File: config.mk
export PLATFORM = sky130hd
export DESIGN_NAME = dstarb_frame_rx
export DESIGN_NICKNAME = d
export VERILOG_FILES = /design/src/rtl/dstarb_link_pkg.sv /design/src/rtl/dstarb_char_rx.sv /design/src/rtl/dstarb_frame_rx.sv
export SDC_FILE = /design/constraint.sdc
export NUM_CORES = 1
export LEC_CHECK = 0
export BUFFER_PORTS_ARGS = -buffer_cell sky130_fd_sc_hd__buf_4
export CAP_MARGIN = 20
export CORE_UTILIZATION = 45
export DETAILED_ROUTE_END_ITERATION = 16
export GPL_TIMING_DRIVEN = 0
export PLACE_DENSITY_LB_ADDON = 0.3
export SYNTH_ARGS = -nofsm -noshare
export SYNTH_HDL_FRONTEND = slang
export SYNTH_HIERARCHICAL = 1
export SYNTH_SLANG_ARGS = --single-unit
File: constraint.sdc
create_clock -name I_clk -period 5.65 [get_ports I_clk]
set_input_delay 1.695 -clock I_clk [delete_from_list [all_inputs] [get_ports I_clk]]
set_output_delay 1.695 -clock I_clk [all_outputs]
set_load 0.02 [all_outputs]
File: src/rtl/dstarb_link_pkg.sv
// dstarb_link_pkg: shared definitions for the DStarB serial frame link.
//   frame_state_t          frame receiver state, also visible on the debug state port
//   DSTARB_FRAME_BYTES     characters per frame
//   DSTARB_BITS_PER_CHAR   start + 8 data + stop
//   DSTARB_CLKS_PER_BIT    default clocks per bit period (1 Mbaud from 10 MHz)
//   DSTARB_GAP_LIMIT       default maximum idle bit periods between characters
package dstarb_link_pkg;

   typedef enum logic [2:0] {
      ST_IDLE  = 3'd0,
      ST_START = 3'd1,
      ST_DATA  = 3'd2,
      ST_STOP  = 3'd3,
      ST_GAP   = 3'd4
   } frame_state_t;

   localparam int DSTARB_FRAME_BYTES   = 8;
   localparam int DSTARB_BITS_PER_CHAR = 10;
   localparam int DSTARB_CLKS_PER_BIT  = 10;
   localparam int DSTARB_GAP_LIMIT     = 20;

endpackage

File: src/rtl/dstarb_char_rx.sv
// dstarb_char_rx: character-level 8N1 deserializer for one DStarB line.
//   clk, rst   receive clock, asynchronous active-high reset
//   rxd        raw serial line (asynchronous, idles high)
//   rxd_s      synchronized line level
//   fall       synchronized falling edge (combinational from the edge register)
//   state      character state (ST_IDLE/ST_START/ST_DATA/ST_STOP)
//   byte_data  received byte, valid while byte_done is high
//   byte_done  stop bit sampled 1 this cycle
//   stop_err   stop bit sampled 0 this cycle
// The character FSM returns to ST_IDLE on a start-bit glitch without any
// indication; the frame level decides whether that means IDLE or GAP.
module dstarb_char_rx
   import dstarb_link_pkg::*;
#(
   parameter int CLKS_PER_BIT = DSTARB_CLKS_PER_BIT
)
(
   input  logic       clk,
   input  logic       rst,
   input  logic       rxd,
   output logic       rxd_s,
   output logic       fall,
   output logic [2:0] state,
   output logic [7:0] byte_data,
   output logic       byte_done,
   output logic       stop_err
);

   localparam logic [7:0] HALF_LAST = 8'(CLKS_PER_BIT / 2 - 1);
   localparam logic [7:0] BIT_LAST  = 8'(CLKS_PER_BIT - 1);
   localparam logic [2:0] DATA_LAST = 3'(DSTARB_BITS_PER_CHAR - 3);

   logic         sync1_q, sync2_q, prev_q;
   frame_state_t state_q, state_d;
   logic [7:0]   cnt_q, cnt_d;
   logic [2:0]   bit_q, bit_d;
   logic [7:0]   sh_q, sh_d;

   // Synchronizer and edge register reset to the idle (high) line level so
   // reset release never looks like a start bit.
   always_ff @(posedge clk or posedge rst) begin
      if (rst) begin
         sync1_q <= 1'b1;
         sync2_q <= 1'b1;
         prev_q  <= 1'b1;
      end else begin
         sync1_q <= rxd;
         sync2_q <= sync1_q;
         prev_q  <= sync2_q;
      end
   end

   assign rxd_s = sync2_q;
   assign fall  = prev_q & ~sync2_q;

   always_ff @(posedge clk or posedge rst) begin
      if (rst) begin
         state_q <= ST_IDLE;
         cnt_q   <= 8'd0;
         bit_q   <= 3'd0;
         sh_q    <= 8'd0;
      end else begin
         state_q <= state_d;
         cnt_q   <= cnt_d;
         bit_q   <= bit_d;
         sh_q    <= sh_d;
      end
   end

   always_comb begin
      state_d   = state_q;
      cnt_d     = cnt_q;
      bit_d     = bit_q;
      sh_d      = sh_q;
      byte_done = 1'b0;
      stop_err  = 1'b0;
      case (state_q)
         ST_IDLE: begin
            if (fall) begin
               state_d = ST_START;
               cnt_d   = 8'd0;
            end
         end
         ST_START: begin
            // Half-bit check: a line that is high again was only a glitch.
            if (cnt_q == HALF_LAST) begin
               cnt_d   = 8'd0;
               bit_d   = 3'd0;
               state_d = rxd_s ? ST_IDLE : ST_DATA;
            end else begin
               cnt_d = cnt_q + 8'd1;
            end
         end
         ST_DATA: begin
            if (cnt_q == BIT_LAST) begin
               cnt_d = 8'd0;
               sh_d  = {rxd_s, sh_q[7:1]};
               if (bit_q == DATA_LAST) begin
                  state_d = ST_STOP;
               end else begin
                  bit_d = bit_q + 3'd1;
               end
            end else begin
               cnt_d = cnt_q + 8'd1;
            end
         end
         ST_STOP: begin
            if (cnt_q == BIT_LAST) begin
               cnt_d     = 8'd0;
               state_d   = ST_IDLE;
               byte_done = rxd_s;
               stop_err  = ~rxd_s;
            end else begin
               cnt_d = cnt_q + 8'd1;
            end
         end
         default: state_d = ST_IDLE;
      endcase
   end

   assign state     = state_q;
   assign byte_data = sh_q;

endmodule

File: src/rtl/dstarb_frame_rx.sv
// dstarb_frame_rx: DStarB 64-bit frame receiver (8 characters, 8N1).
//   I_clk, I_rst   receive clock, asynchronous active-high reset
//   I_rxd          serial line from the IBUFDS, idles high
//   O_data         last complete frame, character 0 in [7:0]
//   O_data_valid   one-cycle pulse when O_data is updated
//   O_frame_err    one-cycle pulse when a partial frame is discarded
//   O_busy         high from start-bit detection until the frame ends
//   O_state        debug view of the frame FSM (frame_state_t encoding)
// Strobe semantics: O_data_valid and O_frame_err are single-cycle pulses with
// no ready/backpressure; the consumer must take O_data in the pulse cycle or
// later (O_data holds until the next good frame). They are never high together.
module dstarb_frame_rx
   import dstarb_link_pkg::*;
#(
   parameter int CLKS_PER_BIT = DSTARB_CLKS_PER_BIT,
   parameter int GAP_LIMIT    = DSTARB_GAP_LIMIT
)
(
   input  logic        I_clk,
   input  logic        I_rst,
   input  logic        I_rxd,
   output logic [63:0] O_data,
   output logic        O_data_valid,
   output logic        O_frame_err,
   output logic        O_busy,
   output logic [2:0]  O_state
);

   localparam logic [15:0] GAP_LAST  = 16'(GAP_LIMIT * CLKS_PER_BIT - 1);
   localparam logic [2:0]  LAST_BYTE = 3'(DSTARB_FRAME_BYTES - 1);

   logic        rxd_s, fall, byte_done, stop_err, in_gap;
   logic [2:0]  char_state;
   logic [7:0]  byte_data;
   logic [2:0]  byte_cnt_q;
   logic [55:0] asm_q;
   logic [15:0] gap_cnt_q;
   logic [63:0] data_q;
   logic        valid_q, err_q;

   dstarb_char_rx #(
      .CLKS_PER_BIT (CLKS_PER_BIT)
   ) u_char (
      .clk       (I_clk),
      .rst       (I_rst),
      .rxd       (I_rxd),
      .rxd_s     (rxd_s),
      .fall      (fall),
      .state     (char_state),
      .byte_data (byte_data),
      .byte_done (byte_done),
      .stop_err  (stop_err)
   );

   // GAP is the character receiver idling with a partial frame collected.
   assign in_gap = (char_state == ST_IDLE) && (byte_cnt_q != 3'd0);

   always_ff @(posedge I_clk or posedge I_rst) begin
      if (I_rst) begin
         byte_cnt_q <= 3'd0;
         asm_q      <= 56'd0;
         gap_cnt_q  <= 16'd0;
         data_q     <= 64'd0;
         valid_q    <= 1'b0;
         err_q      <= 1'b0;
      end else begin
         valid_q <= 1'b0;
         err_q   <= 1'b0;
         if (stop_err) begin
            err_q      <= 1'b1;
            byte_cnt_q <= 3'd0;
         end else if (byte_done) begin
            if (byte_cnt_q == LAST_BYTE) begin
               data_q     <= {byte_data, asm_q};
               valid_q    <= 1'b1;
               byte_cnt_q <= 3'd0;
            end else begin
               for (int i = 0; i < DSTARB_FRAME_BYTES - 1; i++) begin
                  if (byte_cnt_q == 3'(i)) asm_q[i*8 +: 8] <= byte_data;
               end
               byte_cnt_q <= byte_cnt_q + 3'd1;
            end
         end
         // A falling edge is tested before the timeout so it wins a tie.
         if (!in_gap || fall) begin
            gap_cnt_q <= 16'd0;
         end else if (rxd_s) begin
            if (gap_cnt_q == GAP_LAST) begin
               err_q      <= 1'b1;
               byte_cnt_q <= 3'd0;
               gap_cnt_q  <= 16'd0;
            end else begin
               gap_cnt_q <= gap_cnt_q + 16'd1;
            end
         end
      end
   end

   assign O_data       = data_q;
   assign O_data_valid = valid_q;
   assign O_frame_err  = err_q;
   assign O_busy       = (char_state != ST_IDLE) || (byte_cnt_q != 3'd0);
   assign O_state      = (char_state != ST_IDLE) ? char_state :
                         (in_gap ? ST_GAP : ST_IDLE);

endmodule

# Word-level counts from Yosys, hierarchy flattened
# Index checks and enable logic that the tools add are counted.
[word_totals] ff_bits=166 latch_bits=0 ramBits=0 rom_bits=0 output_inout_bits=70 mem_count=0
[classes] add_sub_neg=4 n_mul=0 div=0 magnitude_cmp=0 n_eq_ne=20 shifts=0 muxes=37 bitwise=4 n_reduce_logical=24
[ops] operator="2-to-1 mux 16 bit" n=3
[ops] operator="2-to-1 mux 3 bit" n=16
[ops] operator="AND reduction 4 bit" n=8
[ops] operator="2-to-1 mux 8 bit" n=3
[ops] operator="one-hot mux 8 bit (3 select lines)" n=1
[ops] operator="adder 16 x 1 -> 16 bit (second input constant)" n=1
[ops] operator="== test 16 x 8 -> 1 bit (second input constant)" n=1
[ops] operator="== test 3 bit (second input constant)" n=5
[ops] operator="== test 3 x 2 -> 1 bit (second input constant)" n=4
[ops] operator="one-hot mux 3 bit (4 select lines)" n=1
[ops] operator="2-to-1 mux 1 bit" n=11
[ops] operator="nonzero test 3 bit" n=3
[ops] operator="adder 8 x 1 -> 8 bit (second input constant)" n=1
[ops] operator="== test 8 x 3 -> 1 bit (second input constant)" n=1
[ops] operator="== test 8 x 4 -> 1 bit (second input constant)" n=1
[ops] operator="inequality test 2 x 1 -> 1 bit (second input constant)" n=4
[ops] operator="adder 3 x 1 -> 3 bit (second input constant)" n=2
[ops] operator="== test 3 x 1 -> 1 bit (second input constant)" n=2
[ops] operator="zero test 3 bit" n=2
[ops] operator="one-hot mux 3 bit (2 select lines)" n=1
[ops] operator="AND reduction 5 bit" n=1
[ops] operator="inequality test 2 bit (second input constant)" n=2
[ops] operator="AND reduction 2 bit" n=2
[ops] operator="nonzero test 2 bit" n=2
[ops] operator="8 further kinds" n=11

# Depth between registers and ports, before layout
# Gate-level depths: netlist of the first run.
[depth] word_depth=8 mapped_depth=10 mapped_depth_nobuf=9

# Hierarchy
# The synthesis of the first run kept the hierarchy.
[by_module_without_submodules] mod="dstarb_frame_rx" n_inst=1 cells_per_inst=393 area_each_um2=5718.0 seq_area_each_um2=3528.4
[by_module_without_submodules] mod="dstarb_char_rx" n_inst=1 cells_per_inst=108 area_each_um2=1178.6 seq_area_each_um2=604.3

# Least setup slack after synthesis of the first run
# OpenSTA, ideal clock, no wires.
[synth_timing] path_kind="register to output" from="reg byte_cnt_q[0]" to="out O_busy" t_arrival_ns=1.123 required_ns=3.955 path_slack_ns=2.832 stages_incl_launch_ff=5 path_cell_list="dfrtp_1 inv_1 ha_1 nor2b_1 nand2_1"
[synth_between] elab_chain_len=2
[synth_rtl] item="start: declaration" line="dstarb_frame_rx.sv:35" source="logic [2:0] byte_cnt_q;"
[synth_rtl] item="start signal: assignment" line="dstarb_frame_rx.sv:81" source="byte_cnt_q <= byte_cnt_q + 3'd1;"
[synth_rtl] item="nonzero test 3 bit" line="dstarb_frame_rx.sv:102" source="assign O_busy = (char_state != ST_IDLE) || (byte_cnt_q != 3'd0);"
[synth_rtl] item="logical OR 1 bit" line="dstarb_frame_rx.sv:102"
[synth_rtl] item="end: declaration" line="dstarb_frame_rx.sv:25" source="output logic O_busy,"
# No other way between the ends.

# Final worst setup path of the first run
# Same ends and word-level chain as after synthesis.

==> impl_results.md, run 1 <==
* Req. time, crit path at 3.95 ns
* Final Max Tran Viols at 0
* Placed Cells at 758
* Post-synth EDFFs at 0
* Fin. Hold Viols at 0
* First-pass GRT wire length at 22890 µm
* Die footprint at 15820 µm²
* Initial core utilization at 46.74%
* Via count at 4232
* Synth Net Count at 517
* Synth async-reset ratio at 100.0%
* VDD IR-drop max at 0.2160 mV
* CTS Sinks at 165
* I/O pin total at 73
* CP Launch Type: flip-flop
* Post-synthesis cell area at 6897 µm²
* Final period util at 62.11%
* Critical path data arrival time at 1.81 ns
* Layout overhead on the synthesized area at 19.79%
* RSZ-0062 raised after global routing: no
* Critical-path maximum fanout at 5
* Cts hold-fix bufs at 0
* Non-filler instance count after layout at 789
* XOR/XNOR share of the synthesized area at 1.143%
* Worst slack, placed at 2.420 ns
* Cts repair resizes at 0
* H-tree Lvls at 4
* Routed WL at 13550 µm
* Gate power share at 9.0%
* Max clock buf depth at 2
* Worst slew margin at 39.03%
* Clk Tree Root Cell: clkbuf_16
* Fmax achieved at 285.0 MHz
* Buffers on Ports at 72
* Switching share of power at 25.04%
* WL/cell at 17.17 µm
* Setup_tns at 0 ns
* NetSw at 0.6432 mW
* Share of total power in the clock network at 42.3%
* Min Tclk post-route at 3.509 ns
* Gr usage total at 18.78%
* Die Y at 125.8 µm
* Simple-gate portion of the synthesized area at 9.761%
* Global route overflow at 0
* Cell internal pwr at 1.926 mW
* Final Worst Setup Slack at 2.141 ns
* Clk slew on worst S/H paths at 0.06 ns
* Vias in the first global route at 4440
* Share of cells above drive strength 1 at 42.15%
* Worst Max-Slew Pin Slew at 0.9135 ns
* PD cells at 311.0 nW/µm²
* Flop pwr share at 48.7%
* Worst hold margin at 0.3612 ns
* P_leak at 4.155 nW
* Netlist cell types at 56
* Post-synthesis mux area share at 21.66%
* Final Skew at 0.006910 ns
* Synth Area in Compound Gates at 3.175%
* First-pass iteration count of the detailed router at 4
* Syn Inst Count at 501
* Largest net degree at the start of global routing at 92
* Placer congestion estimate at 0.8141
* Latest clock arrival within the worst-skew pair at 0.42 ns
* Ys flop type: dfrtp_1
* Number of diodes at 0
* Placement Rows at 44
* Post-DP HPWL at 9036 µm
* Nets@finish at 609
* CP Capture Type: output pin
* DIE WIDTH at 125.8 µm
* CTS tree: built
* Cts bufs inserted at 17
* Status: finished, final reports clean
* Worst Hold Class: reg -> reg
* MaxCap Viol Count at 0
* Drt drc at 0
* Final total power at 2.569 mW
* Initial antenna violation count at 0
* Area taken by multi-input logic gates at 2631 µm²
* Crit path kind: reg -> out
* Fill cell count at 1183
* Core box area at 14750 µm²
* Syn Area/Cell at 13.77 µm²
* Iteration-0 DRC Markers at 205
* Sequential element share of the synthesized area at 59.92%
* Setup bufs post-CTS at 0
* Register bit total from synthesis at 165
* Reg area at 4133 µm²
* R2R Setup Slk at 2.37 ns
* Routed Antenna Nets at 0
* Synth Area in Adders at 2.358%
* Largest family of logic cells by synthesized area: multiplexers
* Final setup fails at 0
* Via-to-Cell Ratio at 5.364
* Synthesis Warnings at 6
-- power by group through the flow --
| stage | Clock [mW] | Combinational (mW) | Sequential (mW) |
|---|---|---|---|
| after detailed placement | 0 | 0.234 | 1.27 |
| final | 1.09 | 0.232 | 1.25 |
| after global placement | 0 | 0.222 | 1.27 |
| after floorplan | 0 | 0.176 | 1.26 |
| after global routing | 1.16 | 0.261 | 1.26 |
| after CTS | 1.11 | 0.236 | 1.25 |
-- cell usage in the layout, fill, tap and decap left out, types with 4 or more instances in the layout --
cell type	netlist	layout
nand2_1	20	20
nand4_1	4	4
clkinv_4	0	4
dfrtp_1	162	162
o21ai_0	6	6
clkbuf_1	15	16
ha_1	13	13
or3_1	7	7
a31oi_1	4	4
nor3_1	8	8
clkinvlp_4	0	4
nand3_1	15	15
clkbuf_16	0	17
xor2_1	4	4
a21oi_1	4	4
nor2_1	23	23
inv_1	13	12
buf_4	1	73
nor2b_1	4	4
xnor2_1	5	5
mux2_2	130	130
-- per-stage QoR --
stage	util (%)	area (µm²)
after global placement	51.97	7667
after floorplan	-	6897
after CTS	56.00	8262
final	56.00	8262
after detailed placement	52.19	7700
after global routing	56.00	8262
-- registers in the layout, summed over array words and instances (netlist names) --
register          count
gap_cnt_q            16
u_char/byte_data      8
u_char/cnt_q          8
u_char/bit_q          3
asm_q                56
byte_cnt_q            3
u_char/prev_q         1
O_data_valid          1
u_char/sync1_q        1
u_char/state          2
u_char/rxd_s          1
O_data               64
O_frame_err           1
-- worst max-delay path, cell delays in order, from the launching register on --
cell and delay (ns):
dfrtp_1 0.42, inv_1 0.12, ha_1 0.20, nor2b_1 0.37, nand2_1 0.11, buf_4 0.18
-- final timing paths --
check                                                  from                        end  depth (start not counted)
worst min-delay path               u_char/sync1_q$_DFF_PP1_     u_char/rxd_s$_DFF_PP1_                          0
min in group asynchronous                             I_rst     O_data[52]$_DFFE_PP0P_                          2
max in group asynchronous                             I_rst  gap_cnt_q[15]$_DFFE_PP0P_                          3
worst max-delay path                byte_cnt_q[0]$_DFF_PP0_                     O_busy                          5
worst min register to register     u_char/sync1_q$_DFF_PP1_     u_char/rxd_s$_DFF_PP1_                          0
worst max register to register  u_char/cnt_q[4]$_DFFE_PP0P_     O_data[53]$_DFFE_PP0P_                          9
-- final cells by class --
cell class	count	share of cell area, %
buffer	20	1.015
clock buffer	20	5.528
tap	184	2.787
sequential	165	50.02
inverter	13	0.6512
multi-input combinational	303	31.85
clock inverter	11	1.272
timing repair buffer	73	6.876
-- per-layer routing --
| layer | global-route usage [%] | routed length (µm) |
|---|---|---|
| met5 | 0 | 0 |
| met4 | 7.158 | 193 |
| met3 | 3.653 | 396 |
| met2 | 31.80 | 6938 |
| met1 | 23.96 | 6018 |
-- synth_stat cells (all sizes together), types with 4 or more instances --
cell type    n  area [µm²]
clkbuf      16       61.30
xnor2        5       43.79
nand2       20       75.07
inv         13       48.80
mux2       130        1464
and4         4       37.54
nand3       15       75.07
nor3         9       56.31
xor2         4       35.03
dfrtp      162        4054
nor2b        5       33.78
o21ai        8       40.04
nor2        24       92.59
buf          4       22.52
nand4        4       25.02
a31oi        4       25.02
ha          13       162.7
a21oi        4       20.02
or3          8       55.05
-- kinds of logic after synthesis --
kind of cell,Yosys count
other cells,1
xor+xnor,9
fa+ha+maj,13
flops,165
mux,133
compound gates,32
simple gates,115
buf+inv,33
(Power assumes the default switching activity.)
==> run 2: changes to the inputs <==
==> constraint.sdc (replaced) <==
create_clock -name I_clk -period 3.1 [get_ports I_clk]
set_input_delay 0.93 -clock I_clk [delete_from_list [all_inputs] [get_ports I_clk]]
set_output_delay 0.93 -clock I_clk [all_outputs]
set_load 0.02 [all_outputs]
==> run 2 against run 1 <==
Against the previous run: clock power increased by 98%; sequential power grew 82%; final area increased by 1.0%; critical path type is now reg -> reg; register-to-register slack worse by 2.1 ns; combinational power is 86% higher; setup slack got worse by 1.9 ns; flip-flop and latch count is the same; critical path depth grew 3; via count fell by 0.52%; total power up 90%; clock-buffer cell count is 2 lower; largest cell class unchanged; global-route usage is 0.096 points lower.
==> impl_results.md, run 2 (synthesized netlist as in run 1, its figures left out) <==
* I/O pin total at 73 (unchanged)
* Non-filler instance count after layout at 790 (+0.13%)
* CTS Sinks at 165 (unchanged)
* Die Y at 125.8 µm (unchanged)
* CP Capture Point: asm_q[28]$_DFFE_PP0P_
* Share of cells above drive strength 1 at 43.73% (+1.6 points)
* Fill cell count at 1221 (+3.2%)
* R2R Setup Slk at 0.28 ns (-2.09 ns)
* First-pass iteration count of the detailed router at 4 (unchanged)
* Via-to-Cell Ratio at 5.329 (-0.65%)
* Final Skew at 0.006004 ns (-0.0009061 ns)
* Global route overflow at 0 (unchanged)
* Iteration-0 DRC Markers at 182 (-11%)
* Req. time, crit path at 3.40 ns (-0.55 ns)
* PD cells at 583.9 nW/µm² (+88%)
* Final setup fails at 0 (unchanged)
* Core box area at 14750 µm² (unchanged)
* Initial antenna violation count at 0 (unchanged)
* Commonest non-fill, non-tap cells in the layout: 162 x dfrtp_1, 130 x mux2_2, 75 x buf_4
* Cell Area, Placed at 7731 µm² (+0.41%)
* Final Worst Setup Slack at 0.2808 ns (-1.860 ns)
* Critical-path maximum fanout at 8 (+3)
* WL/cell at 17.11 µm (-0.37%)
* Buffers on Ports at 72 (unchanged)
* Routed Antenna Nets at 0 (unchanged)
* NetSw at 1.210 mW (+88%)
* R2r worst-path depth at 8 (-1)
* Crit-path cells: clkbuf_2, or4_4, nor2_1, and3_1, nor3b_1, and2_1, clkbuf_1, mux2_2
* Max clock buf depth at 2 (unchanged)
* CP Launch Type: flip-flop
* Latest clock arrival within the worst-skew pair at 0.43 ns (about the same)
* First-pass GRT wire length at 22840 µm (-0.24%)
* Cts hold-fix bufs at 0 (unchanged)
* Final instance area at 8348 µm² (+1.0%)
* Worst hold margin at 0.3604 ns (-0.0007810 ns)
* Placer congestion estimate at 0.8185 (+0.54%)
* Switching share of power at 24.82% (-0.21 points)
* Commonest non-fill, non-tap cell in the layout: dfrtp_1
* Initial core utilization at 46.74% (unchanged)
* Routed WL at 13510 µm (-0.24%)
* VDD IR-drop max at 0.5658 mV (+160%)
* Worst slack, placed at -0.07428 ns (-2.494 ns)
* Via count at 4210 (-0.52%)
* Cell internal pwr at 3.664 mW (+90%)
* P_leak at 4.201 nW (+1.1%)
* Clk slew on worst S/H paths at 0.06 ns (about the same)
* RSZ-0062 raised after global routing: no
* H-tree Lvls at 4 (unchanged)
* CP Capture Type: flip-flop
* Die footprint at 15820 µm² (unchanged)
* Fmax achieved at 354.7 MHz
* Max reg flops at 64 (unchanged)
* Max incr delay on CP at 0.53 ns (+0.11 ns)
* Worst slew margin at 39.86% (+0.83 points)
* Worst r2r src: u_char/cnt_q[4]$_DFFE_PP0P_
* Fin. Hold Viols at 0 (unchanged)
* Share of total power in the clock network at 44.4% (+2.1 points)
* Cts bufs inserted at 17 (unchanged)
* Critical path data arrival time at 3.12 ns (+1.31 ns)
* Crit path kind: reg -> reg
* Status: finished, final reports clean
* Placed Cells at 760 (+0.26%)
* Min Tclk post-route at 2.819 ns
* Final Max Tran Viols at 0 (unchanged)
* Number of diodes at 0 (unchanged)
* DIE WIDTH at 125.8 µm (unchanged)
* Vias in the first global route at 4530 (+2.0%)
* Drt drc at 0 (unchanged)
* Placement Rows at 44 (unchanged)
* Gr usage total at 18.68% (-0.096 points)
* Worst r2r dst: asm_q[28]$_DFFE_PP0P_
* Worst Hold Class: reg -> reg
* Fin util at 56.58% (+0.59 points)
* CTS tree: built
* Worst Max-Slew Pin Slew at 0.9011 ns (-0.01238 ns)
* Gate power share at 8.8% (-0.2 points)
* Nets@finish at 609 (unchanged)
* Final period util at 90.94%
* Post-DP HPWL at 9210 µm (+1.9%)
* Slowest stage cell, crit path: or4_4
* Layout overhead on the synthesized area at 21.05%
* MaxCap Viol Count at 0 (unchanged)
* Clk Tree Root Cell: clkbuf_16
* Flop pwr share at 46.8% (-1.9 points)
* CP Launch Point: u_char/cnt_q[4]$_DFFE_PP0P_
* Largest net degree at the start of global routing at 42 (-54%)
[run 2: layer usage]
| metal | vias up | GRT usage [%] | wire length (µm) |
|---|---|---|---|
| li1 | 1971 | - | - |
| met1 | 2156 | 24.30 | 6105 |
| met2 | 67 | 30.72 | 6759 |
| met3 | 16 | 4.248 | 446 |
| met4 | 0 | 6.945 | 203 |
| met5 | - | 0 | 0 |
[run 2: repair_timing]
item,4_1_cts,5_1_grt
pin swaps,0,1
setup buffers,0,2
endpoints found under the hold margin,0,0
setup endpoints to repair,40,77
gates resized for setup,4,0
[run 2: stage by stage]
step / setup TNS, ns / power, mW
final: 0 / 4.874
after CTS: 0 / 4.919
after global routing: 0 / 5.058
after detailed placement: -1.696 / 2.755
after global placement: -55.47 / 2.721
after floorplan: 0 / 2.615
[run 2: area by class of cell]
class                   count  area, µm²  share of cell area, %
flip-flops and latches    165       4133                  49.51
multi-input cells         303       2631                  31.52
repair buffers             77      615.6                  7.374
clock buffers              18      439.2                  5.261
well taps                 184      230.2                  2.758
clock inverters            14      172.7                  2.068
plain buffers              16      73.82                 0.8843
inverters                  13      52.55                 0.6295
[run 2: power by group through the flow]
stage | Sequential, mW | Clock [mW] | Combinational, mW
2_1_floorplan | 2.29 | 0 | 0.321
3_3_place_gp | 2.32 | 0 | 0.405
3_5_place_dp | 2.32 | 0 | 0.435
4_1_cts | 2.28 | 2.20 | 0.436
5_1_grt | 2.29 | 2.29 | 0.476
6_report | 2.28 | 2.16 | 0.431
[run 2: worst min-delay path by stage]
stage	startpoint	to	cells after the start
6_report	u_char/sync1_q$_DFF_PP1_	u_char/rxd_s$_DFF_PP1_	0
5_1_grt	u_char/sync1_q$_DFF_PP1_	u_char/rxd_s$_DFF_PP1_	0
4_1_cts	u_char/sync1_q$_DFF_PP1_	u_char/rxd_s$_DFF_PP1_	0
3_5_place_dp	u_char/sync1_q$_DFF_PP1_	u_char/rxd_s$_DFF_PP1_	0
3_3_place_gp	u_char/sync1_q$_DFF_PP1_	u_char/rxd_s$_DFF_PP1_	0
2_1_floorplan	u_char/sync1_q$_DFF_PP1_	u_char/rxd_s$_DFF_PP1_	0
[run 2: critical path, delay by kind of cell, from the launching register on]
family | cells | cell delay, ns
simple gates | 5 | 1.41
mux | 1 | 0.39
buf+inv | 2 | 0.54
flops | 1 | 0.37
==> run 3: changes to the inputs <==
--- a/config.mk
+++ b/config.mk
@@ -7,7 +7,8 @@
 export LEC_CHECK = 0
 export BUFFER_PORTS_ARGS = -buffer_cell sky130_fd_sc_hd__buf_4
 export CAP_MARGIN = 20
-export CORE_UTILIZATION = 45
+export CORE_MARGIN = 2
+export CORE_UTILIZATION = 53
 export DETAILED_ROUTE_END_ITERATION = 16
 export GPL_TIMING_DRIVEN = 0
 export PLACE_DENSITY_LB_ADDON = 0.3
==> run 3 against run 2 <==
Against the previous run: sequential power barely moved; total power down 2.9%; cell count down 1.5%.
==> impl_results.md, run 3 (synthesized netlist as in run 1, its figures left out) <==
* H-tree Lvls at 4 (unchanged)
* Placement Rows at 41 (-6.8%)
* Gr usage total at 21.04% (+2.4 points)
* Non-filler instance count after layout at 778 (-1.5%)
* Status: finished, final reports clean
* Initial antenna violation count at 0 (unchanged)
* Die footprint at 13940 µm² (-12%)
* Latest clock arrival within the worst-skew pair at 0.43 ns (about the same)
* Final instance area at 8292 µm² (-0.67%)
* VDD IR-drop max at 0.3676 mV (-35%)
* Worst slew margin at 39.58% (-0.28 points)
* Final Skew at 0.006683 ns (+0.0006791 ns)
* Final Max Tran Viols at 0 (unchanged)
* Max clock buf depth at 2 (unchanged)
* Final Worst Setup Slack at 0.2200 ns (-0.06077 ns)
* Initial core utilization at 54.43% (+7.7 points)
* Min Tclk post-route at 2.880 ns (+0.06077 ns)
* Clk slew on worst S/H paths at 0.06 ns (about the same)
* CP Launch Type: flip-flop
* Final setup fails at 0 (unchanged)
* Worst Max-Slew Pin Slew at 0.9053 ns (+0.004136 ns)
* CP Launch Point: u_char/cnt_q[4]$_DFFE_PP0P_
* Routed WL at 13640 µm (+0.95%)
* CTS tree: built
* Max reg flops at 64 (unchanged)
* RSZ-0062 raised after global routing: no
* Number of diodes at 0 (unchanged)
* Fill cell count at 933 (-24%)
* Drt drc at 0 (unchanged)
* Min-Delay Startpoint: u_char/sync1_q$_DFF_PP1_
* NetSw at 1.190 mW (-1.7%)
* Die Y at 118.1 µm (-6.1%)
* Fin util at 65.44% (+8.9 points)
* Worst Hold Class: reg -> reg
* Global route overflow at 0 (unchanged)
* Fmax achieved at 347.2 MHz (-2.1%)
* Setup_tns at 0 ns (unchanged)
* Post-DP HPWL at 9244 µm (+0.37%)
* Layout overhead on the synthesized area at 20.23%
* Slowest stage cell, crit path: or4_4
* Placed Cells at 748 (-1.6%)
* Cts bufs inserted at 17 (unchanged)
* Cts hold-fix bufs at 0 (unchanged)
* Worst hold margin at 0.3561 ns (-0.004271 ns)
* Cell Area, Placed at 7716 µm² (-0.19%)
* I/O pin total at 73 (unchanged)
* Worst r2r src: u_char/cnt_q[4]$_DFFE_PP0P_
* WL/cell at 17.53 µm (+2.5%)
* Clk Tree Root Cell: clkbuf_16
* DIE WIDTH at 118.1 µm (-6.1%)
* Final total power at 4.731 mW (-2.9%)
* Fin. Hold Viols at 0 (unchanged)
* CP Capture Type: flip-flop
* Commonest non-fill, non-tap cells in the layout: 162 x dfrtp_1, 130 x mux2_2, 75 x buf_4
* Req. time, crit path at 3.41 ns (about the same)
* Placer congestion estimate at 0.8010 (-2.1%)
* First-pass GRT wire length at 22960 µm (+0.51%)
* Worst slack, placed at -0.1506 ns (-0.07628 ns)
* MaxCap Viol Count at 0 (unchanged)
* Critical-path maximum fanout at 10 (+2)
* Critical path data arrival time at 3.19 ns (+0.07 ns)
* Vias in the first global route at 4560 (+0.66%)
* Gate power share at 9.2% (+0.4 points)
* Routed Antenna Nets at 0 (unchanged)
* Share of total power in the clock network at 42.6% (-1.8 points)
* Buffers on Ports at 72 (unchanged)
* Flop pwr share at 48.2% (+1.4 points)
* Final period util at 92.90% (+2.0 points)
* Commonest non-fill, non-tap cell in the layout: dfrtp_1
* Max incr delay on CP at 0.53 ns (about the same)
* Share of cells above drive strength 1 at 43.40% (-0.33 points)
* Core box area at 12670 µm² (-14%)
* Cell internal pwr at 3.541 mW (-3.4%)
* Via-to-Cell Ratio at 5.505 (+3.3%)
* Iteration-0 DRC Markers at 199 (+9.3%)
* Nets@finish at 610 (+0.16%)
* Switching share of power at 25.15% (+0.33 points)
* Via count at 4283 (+1.7%)
* P_leak at 4.197 nW (-0.11%)
* First-pass iteration count of the detailed router at 4 (unchanged)
* Largest net degree at the start of global routing at 44 (+4.8%)
* PD cells at 570.5 nW/µm² (-2.3%)
* CTS Sinks at 165 (unchanged)
* Crit-path cells: clkbuf_2, or4_4, nor2_1, and3_1, clkbuf_1, nor2b_1, nand3_1, mux2_2
* Crit path kind: reg -> reg
run 3: power by group through the flow:
stage | Sequential (mW) | Combinational (mW) | Clock, mW
CTS | 2.28 | 0.439 | 2.04
global route | 2.29 | 0.487 | 2.14
global placement | 2.32 | 0.402 | 0
finish | 2.28 | 0.434 | 2.02
detailed placement | 2.32 | 0.439 | 0
floorplan | 2.29 | 0.321 | 0
run 3: routing by layer:
| layer | wire length [µm] | GRT usage [%] | vias up |
|---|---|---|---|
| li1 | - | - | 1968 |
| met1 | 5966 | 27.30 | 2207 |
| met2 | 6862 | 34.36 | 85 |
| met3 | 598 | 5.620 | 23 |
| met4 | 214 | 7.154 | 0 |
| met5 | 0 | 0 | - |
run 3: critical path, delay by kind of cell, from the launching register on:
| kind | cells | cell delay [ns] |
|---|---|---|
| mux | 1 | 0.42 |
| buf+inv | 2 | 0.48 |
| flops | 1 | 0.36 |
| simple gates | 5 | 1.52 |
run 3: repair_timing:
item	CTS	global route
gates resized for setup	4	0
pin swaps	0	1
setup endpoints to repair	40	76
buffers inserted	0	2
run 3: layout make-up:
type / count / area, µm² / area share [%]
buffer: 17 / 77.57 / 0.9356
clock buffer: 21 / 470.5 / 5.674
clock inverter: 10 / 96.34 / 1.162
inverter: 13 / 52.55 / 0.6338
multi-input combinational: 303 / 2631 / 31.73
sequential: 165 / 4133 / 49.84
tap: 172 / 215.2 / 2.595
timing repair buffer: 77 / 615.6 / 7.424
run 3: worst paths after layout:
| check | to | slack, ns | cells past startpoint |
|---|---|---|---|
| setup / recovery | asm_q[15]$_DFFE_PP0P_ | 0.22 | 8 |
| hold / removal | u_char/rxd_s$_DFF_PP1_ | 0.36 | 0 |
| setup reg to reg | asm_q[15]$_DFFE_PP0P_ | 0.22 | 8 |
| hold reg to reg | u_char/rxd_s$_DFF_PP1_ | 0.36 | 0 |
| max in group asynchronous | asm_q[24]$_DFFE_PP0P_ | 1.79 | 4 |
| min in group asynchronous | O_data[55]$_DFFE_PP0P_ | 0.50 | 2 |
